[src/rtl/instr_fetch.sv]
// Instruction-fetch stage: owns the PC, issues one outstanding imem request
// at a time and presents each returned word to decode with its address.
module instr_fetch #(
    parameter logic [31:0] RESET_PC  = 32'h0000_0000,
    parameter logic [31:0] NOP_INSTR = 32'h0000_0013
) (
    input  logic        clk,
    input  logic        rst,
    input  logic        if_jump_en_in,
    input  logic [31:0] if_jump_addr_in,
    input  logic        if_stall_in,
    output logic        if_mem_req_out,
    output logic [31:0] if_mem_addr_out,
    input  logic        if_mem_ready_in,
    input  logic        if_mem_rvalid_in,
    input  logic [31:0] if_mem_rdata_in,
    output logic [31:0] if_instr_addr_out,
    output logic [31:0] if_instr_out,
    output logic        if_instr_valid_out
);

    localparam logic [1:0] S_REQ  = 2'd0;
    localparam logic [1:0] S_WAIT = 2'd1;
    localparam logic [1:0] S_OUT  = 2'd2;

    logic [1:0]  state_q, state_d;
    logic [31:0] pc_req_q, pc_req_d;
    logic [31:0] pc_next_q, pc_next_d;
    logic        discard_q, discard_d;
    logic        valid_q, valid_d;
    logic [31:0] instr_q, instr_d;
    logic [31:0] addr_q, addr_d;
    logic [31:0] jump_addr;

    assign jump_addr          = {if_jump_addr_in[31:2], 2'b00};
    assign if_mem_req_out     = (state_q == S_REQ);
    assign if_mem_addr_out    = pc_req_q;
    assign if_instr_addr_out  = addr_q;
    assign if_instr_out       = instr_q;
    assign if_instr_valid_out = valid_q;

    always_comb begin
        state_d   = state_q;
        pc_req_d  = pc_req_q;
        pc_next_d = pc_next_q;
        discard_d = discard_q;
        valid_d   = valid_q;
        instr_d   = instr_q;
        addr_d    = addr_q;
        case (state_q)
            S_REQ: begin
                // The outstanding address never moves; a redirect is parked.
                if (if_mem_ready_in) state_d = S_WAIT;
                if (if_jump_en_in) begin
                    pc_next_d = jump_addr;
                    discard_d = 1'b1;
                end
            end
            S_WAIT: begin
                if (if_mem_rvalid_in) begin
                    if (discard_q || if_jump_en_in) begin
                        discard_d = 1'b0;
                        pc_req_d  = if_jump_en_in ? jump_addr : pc_next_q;
                        state_d   = S_REQ;
                    end else begin
                        instr_d   = if_mem_rdata_in;
                        addr_d    = pc_req_q;
                        valid_d   = 1'b1;
                        pc_next_d = pc_req_q + 32'd4;
                        state_d   = S_OUT;
                    end
                end else if (if_jump_en_in) begin
                    pc_next_d = jump_addr;
                    discard_d = 1'b1;
                end
            end
            S_OUT: begin
                if (if_jump_en_in || !if_stall_in) begin
                    valid_d  = 1'b0;
                    instr_d  = NOP_INSTR;
                    pc_req_d = if_jump_en_in ? jump_addr : pc_next_q;
                    state_d  = S_REQ;
                end
            end
            default: state_d = S_REQ;
        endcase
    end

    always_ff @(posedge clk) begin
        if (rst) begin
            state_q   <= S_REQ;
            pc_req_q  <= RESET_PC;
            pc_next_q <= RESET_PC;
            discard_q <= 1'b0;
            valid_q   <= 1'b0;
            instr_q   <= NOP_INSTR;
            addr_q    <= 32'd0;
        end else begin
            state_q   <= state_d;
            pc_req_q  <= pc_req_d;
            pc_next_q <= pc_next_d;
            discard_q <= discard_d;
            valid_q   <= valid_d;
            instr_q   <= instr_d;
            addr_q    <= addr_d;
        end
    end

endmodule

[config.mk]
export PLATFORM = sky130hd
export DESIGN_NAME = instr_fetch
export DESIGN_NICKNAME = d
export VERILOG_FILES = /design/src/rtl/instr_fetch.sv
export SDC_FILE = /design/constraint.sdc
export NUM_CORES = 1
export LEC_CHECK = 0
export CAP_MARGIN = 10
export CORE_MARGIN = 5
export CORE_UTILIZATION = 48
export DETAILED_ROUTE_END_ITERATION = 16
export PLACE_DENSITY_LB_ADDON = 0.2
export SYNTH_ARGS = -nofsm -noshare
export SYNTH_HDL_FRONTEND = slang
export SYNTH_SLANG_ARGS = --single-unit
[constraint.sdc]
create_clock -name clk -period 1.7 [get_ports clk]
set_input_delay 0.34 -clock clk [delete_from_list [all_inputs] [get_ports clk]]
set_output_delay 0.34 -clock clk [all_outputs]
set_load 0.02 [all_outputs]
After elaboration in Yosys (flattened, before gate mapping)
Cells that the tools add are included.

storage, ports and cells
  register bits = 132
  latch bits = 0
  memory bits (writable) = 0
  bits in read-only memories = 0
  bits of input ports = 70
  memories kept = 0

cells by class
  add/subtract/negate cells = 1
  multiply operators = 0
  divide/modulo/power cells = 0
  magnitude comparators = 0
  equality and inequality tests = 9
  shift operators = 0
  muxes and demuxes = 25
  bitwise gates (word level) = 1
  reductions and logical operators = 12

operator list
  cell                                           number
  two-way mux 32 bit                             9
  case mux 32 bit (2 select lines)               3
  adder 32 x 3 -> 32 bit, second input constant  1
  two-way mux 2 bit                              4
  != test 2 bit, second input constant           4
  AND reduction 4 bit                            2
  two-way mux 1 bit                              6
  != test 3 bit, second input constant           2
  case mux 2 bit (3 select lines)                1
  AND reduction 3 bit                            2
  case mux 1 bit (2 select lines)                2
  AND reduction 2 bit                            2
  nonzero test 2 bit                             2
  == test 2 x 1 -> 1 bit, second input constant  1
  == test 2 bit, second input constant           1
  logical NOT 2 bit                              1
  logical OR 1 bit                               2
  != test 2 x 1 -> 1 bit, second input constant  1
  logical NOT 1 bit                              1
  inverter 1 bit                                 1

Depth between registers and ports, before layout
Gate-level depths: netlist of the first run.

  depth after elaboration = 4
  depth in mapped cells = 8

Worst setup path after synthesis of the first run
OpenSTA, ideal clock, no wires.

  path kind = reg-to-reg
  from = reg pc_req_q[9], in the netlist if_mem_addr_out[9]
  to = reg pc_next_q[16]
  data arrival time = 1.645 ns
  required time = 1.572 ns
  slack = -0.073 ns
  stages on the path, launching flop included = 8
  clock period less this slack = 1.773 ns
  path through = dfxtp_1 > buf_2 > and4_1 > buf_4 > nor4b_1 > xor2_1 > a222oi_1 > nor2_1

on the way
  word-level cells in the longest chain between the ends = 4

ends and longest elaborated chain
  what                              line  text
  from (decl)                       27    logic [31:0] pc_req_q, pc_req_d;
  from (signal assigned)            100   pc_req_q <= pc_req_d;
  adder 32 x 3 -> 32 bit            69    pc_next_d = pc_req_q + 32'd4;
  two-way mux 32 bit                61    if (discard_q || if_jump_en_in) begin
  two-way mux 32 bit                60    if (if_mem_rvalid_in) begin
  case mux 32 bit (2 select lines)  50    case (state_q)
  to (signal assigned)              101   pc_next_q <= pc_next_d;
  to (decl)                         28    logic [31:0] pc_next_q, pc_next_d;

No other way between the ends. The select of a mux whose other input is x is not followed.
A chain may end at the register's enable or synchronous reset.

Worst setup path after layout of the first run
  from = in if_mem_rvalid_in
  to = reg instr_q[28], in the netlist if_instr_out[28]

on the way
  word-level cells in the longest chain between the ends = 2

ends and longest elaborated chain
  what                           line  text
  from (decl)                    15    input logic if_mem_rvalid_in,
  != test 2 bit (no line)        -
  AND reduction 4 bit (no line)  -
  to (signal assigned)           104   instr_q <= instr_d;
  to (decl)                      31    logic [31:0] instr_q, instr_d;

No other way between the ends.

==> run_results.csv, run 1 <==
group,metric,value,unit
cells_and_area,antennaDiodeCount,0,
worst_setup_path,r2r-end,"if_instr_out[28]$_SDFFE_PP0P_",
sta,setup_viol,0,
routing,wire_per_inst,17.17,um
logic_synthesis,synthDistinctLibCells,49,
cells_and_area,fin_cells,1050,
logic_synthesis,synth_cells,693,
sta,max_slew_margin,0.7088,
min_path,min_from,"rst",
pwr,power.total,8.244,mW
cells_and_area,area_growth,48.66,%
pwr,p_comb_frac,0.139,
logic_synthesis,synth-seq-area-share,0.4556,
routing,routed_wl,18.03,mm
clock_tree,root_buffer,"clkbuf_16",
worst_setup_path,crit_path_start_kind,"primary input",
placed_design,dp_slack,-0.3216,ns
cells_and_area,nets,963,
global_route,grt_start_max_net_pins,92,
die,start_util,0.4870,
logic_synthesis,synth.cell_area,5801,um2
logic_synthesis,yosys_warnings,0,
routing,vias_per_cell,5.657,
die,core_area,11910,um2
min_path,hold_depth,4,
logic_synthesis,synth_edf_count,0,
placed_design,hpwlAfterDp,13.16,mm
clock_tree,insertion_delay,0.42,ns
clock_tree,path_clk_slew,0.05,ns
cells_and_area,nFillCells,922,
sta,finalCritPeriodShare,0.9581,
sta,period_needed,1.629,ns
status,outcome,"finished clean",
worst_setup_path,worstPathMaxFanout,19,
pwr,p_int,6.310,mW
logic_synthesis,ys_seq_elements,132,
routing,dr.pass1.iters,6,
logic_synthesis,synthArstFlopShare,0,
routing,drtIter0Drc,433,
worst_setup_path,rr_startpoint,"state_q[1]$_SDFFE_PP0P_",
run,maxCapViolCount,0,
clock_tree,cts.sink_count,132,
global_route,gr-usage-all-layers,0.2499,
routing,drc,0,
sta,hold_violations,0,
logic_synthesis,syn_area_per_cell,8.370,um2
die,die_width,119.9,um
pwr,p_sw,1.934,mW
pwr,clkPwrFrac,0.456,
sta,worst_pin_slew,0.4368,ns
cells_and_area,final_area,8623,um2
pwr,p_seq_frac,0.405,
global_route,grt_util_met2,0.4046,
cells_and_area,drive_above_1_share,0.1429,
worst_setup_path,reg2regPathDepth,7,
global_route,grt.busiest_layer,"met2",
placed_design,portBuffers,165,
clock_tree,cts_setup_buffers,0,
global_route,grt_pass1_wl,29.01,mm
routing,vias,5940,
worst_setup_path,crit_start,"if_mem_rvalid_in",
placed_design,dpl.cell_count,1020,
placed_design,place_congestion,0.8826,
worst_setup_path,critPathArrivalTime,1.97,ns
pwr,peakVddDrop,0.0007516,V
sta,rsz0062_at_grt,"true",
global_route,grt_util_met3,0.05796,
sta,fmax,614.0,MHz
cells_and_area,ff_latch_area,2646,um2
min_path,hp-class,"in2reg",
routing,antenna_left,0,
pwr,p_sw_frac,0.2346,
global_route,grtUsageMet1,0.3137,
global_route,antenna_found_initial,0,
worst_setup_path,end_kind,"flip-flop",
clock_tree,hold_buffers,0,
pwr,p_leak,3.679,nW
pwr,power_density,956.0,nW/um2
clock_tree,h-tree-depth,4,
sta,drv_slew,0,
sta,layout_setup_ws,0.07122,ns
worst_setup_path,crit_type,"in2reg",
clock_tree,cts_tree,"yes",
sta,fin_worst_skew,0.008742,ns
logic_synthesis,synthFlopType,"dfxtp_1",
global_route,grt_pass1_vias,5839,
global_route,globalRouteOverflowTotal,0,
logic_synthesis,synth_fp_nets,764,
die,die_y,119.9,um
min_path,holdPathEnd,"pc_next_q[13]$_SDFFE_PP0P_",
clock_tree,cts_made_buffers,17,
die,pin_count,168,
worst_setup_path,crit_required,2.04,ns
cells_and_area,multi_input_area,2923,um2
die,dieArea,14380,um2
worst_setup_path,rrSetupSlack,0.11,ns
die,rows,40,
placed_design,place_area,8055,um2
clock_tree,clockBufferDepth,2,
[through the flow]
step | utilization | TNS (ns) | hold WS [ns]
3_3_place_gp | 0.6763 | -22.08 | 0.4405
2_1_floorplan | - | 0 | 0.4333
3_5_place_dp | 0.6763 | -28.81 | 0.4467
5_1_grt | 0.7240 | 0 | 0.3110
6_report | 0.7240 | 0 | 0.3088
4_1_cts | 0.7183 | 0 | 0.2986
[cell usage in the layout, fill, tap and decap left out, types with 4 or more instances in the layout]
master	Yosys	routed
mux2i_1	31	31
a22oi_1	6	6
buf_4	2	64
a32oi_1	4	4
o22ai_1	9	9
xor2_1	7	7
o21ai_0	8	8
clkdlybuf4s50_1	0	65
a211oi_1	34	34
nor3_1	9	9
clkbuf_16	0	17
clkbuf_1	28	4
nor2_1	46	46
dfxtp_1	132	129
nand4_1	6	6
dlygate4sd2_1	0	90
nand3b_1	8	8
dlymetal6s2s_1	0	8
o221ai_1	9	9
xnor2_1	15	15
nand2_1	121	119
inv_1	8	8
a21oi_1	94	94
clkbuf_8	0	6
buf_12	0	9
nand3_1	39	38
[critical path, cell delays in order]
cell and delay [ns]:
clkdlybuf4s50_1 0.54, nand3b_1 0.18, buf_4 0.21, nor2_4 0.15, buf_6 0.17, buf_12 0.15, nand2_1 0.08, a21oi_1 0.15
[cells in the mapped netlist (2+ instances only)]
cell	instances	area share
inv_1	8	0.0052
nor4_1	2	0.0022
o21ai_2	2	0.0030
clkbuf_1	28	0.018
a31oi_1	3	0.0032
nand3b_1	8	0.010
a21oi_1	94	0.081
and2_1	2	0.0022
buf_4	2	0.0026
o21a_1	2	0.0026
and4_1	4	0.0060
mux2i_1	31	0.053
nor4_2	3	0.0065
nand3_1	39	0.034
dfxtp_1	132	0.46
nor3_1	9	0.0078
nand2_1	121	0.078
xor2_1	7	0.011
nor3_2	2	0.0035
a22oi_1	6	0.0078
a32oi_1	4	0.0060
o21ai_0	8	0.0069
a211oi_1	34	0.044
o221ai_1	9	0.014
nand3_2	3	0.0052
nor3b_1	3	0.0039
nand4_1	6	0.0065
xnor2_1	15	0.023
and3_1	4	0.0043
o22ai_1	9	0.0097
nor4b_1	2	0.0030
nor2_1	46	0.030
buf_2	28	0.024
nor2_2	2	0.0022
[timing repair]
item | in CTS | in global routing
pin swaps | 0 | 2
endpoints found under the setup margin | 90 | 51
gates resized for setup | 90 | 21
hold endpoints to repair | 0 | 0
[registers in the layout (all words and copies together) (netlist names)]
register            flops
if_instr_addr_out      32
if_instr_out           32
if_mem_addr_out        32
pc_next_q              32
state_q                 2
discard_q               1
if_instr_valid_out      1
[metal layers]
layer | routed length (um) | part of all wire
met1 | 7661 | 0.42
met3 | 1086 | 0.060
met2 | 8865 | 0.49
met4 | 415 | 0.023
met5 | 0 | 0
[layout make-up]
class,instances,area share
Tap cell,147,0.02133
Inverter,8,0.003482
Clock buffer,27,0.06065
Sequential cell,132,0.3069
Clock inverter,3,0.01045
Timing Repair Buffer,239,0.2583
Multi-Input combinational cell,494,0.3389
[worst max-delay path by stage]
stage / endpoint / slack [ns] / cells after the start
5_1_grt: if_instr_out[13]$_SDFFE_PP0P_ / 0.0005 / 8
6_report: if_instr_out[28]$_SDFFE_PP0P_ / 0.07 / 8
3_3_place_gp: pc_next_q[22]$_SDFFE_PP0P_ / -0.24 / 7
2_1_floorplan: pc_next_q[16]$_SDFFE_PP0P_ / 0.01 / 7
4_1_cts: if_instr_out[31] / 0.0003 / 1
3_5_place_dp: if_instr_out[13]$_SDFFE_PP0P_ / -0.32 / 8
[power groups by stage]
stage                     sequential, mW  combinational [mW]  clock (mW)
after floorplan                     3.50               0.473           0
after global placement              3.39                1.15           0
after detailed placement            3.40                1.19           0
after CTS                           3.33                1.14        3.83
after global routing                3.35                1.23        3.97
final                               3.34                1.14        3.76
[logic make-up after synthesis]
logic type / after synthesis / synth area share
AO/OA/AOI/OAI: 180 / 0.1922
XOR/XNOR: 22 / 0.03322
adder cells (fa/ha/maj): 1 / 0.002157
buffers and inverters: 67 / 0.05090
flip-flops: 132 / 0.4556
multiplexers: 31 / 0.05349
AND/OR/NAND/NOR: 260 / 0.2125
No activity file was read; power rests on OpenSTA's default activity.
==> run 2, diff against run 1 <==
GPL_ROUTABILITY_DRIVEN = 0   (was default)
SLEW_MARGIN = 20   (was default)
==> results of run 2 <==
Final layout, timing and power as in run 1 (identical DEF).
==> run 3, diff against run 2 <==
CAP_MARGIN = default   (was 10)
==> results of run 3 <==
Final layout, timing and power as in run 1 (identical DEF).
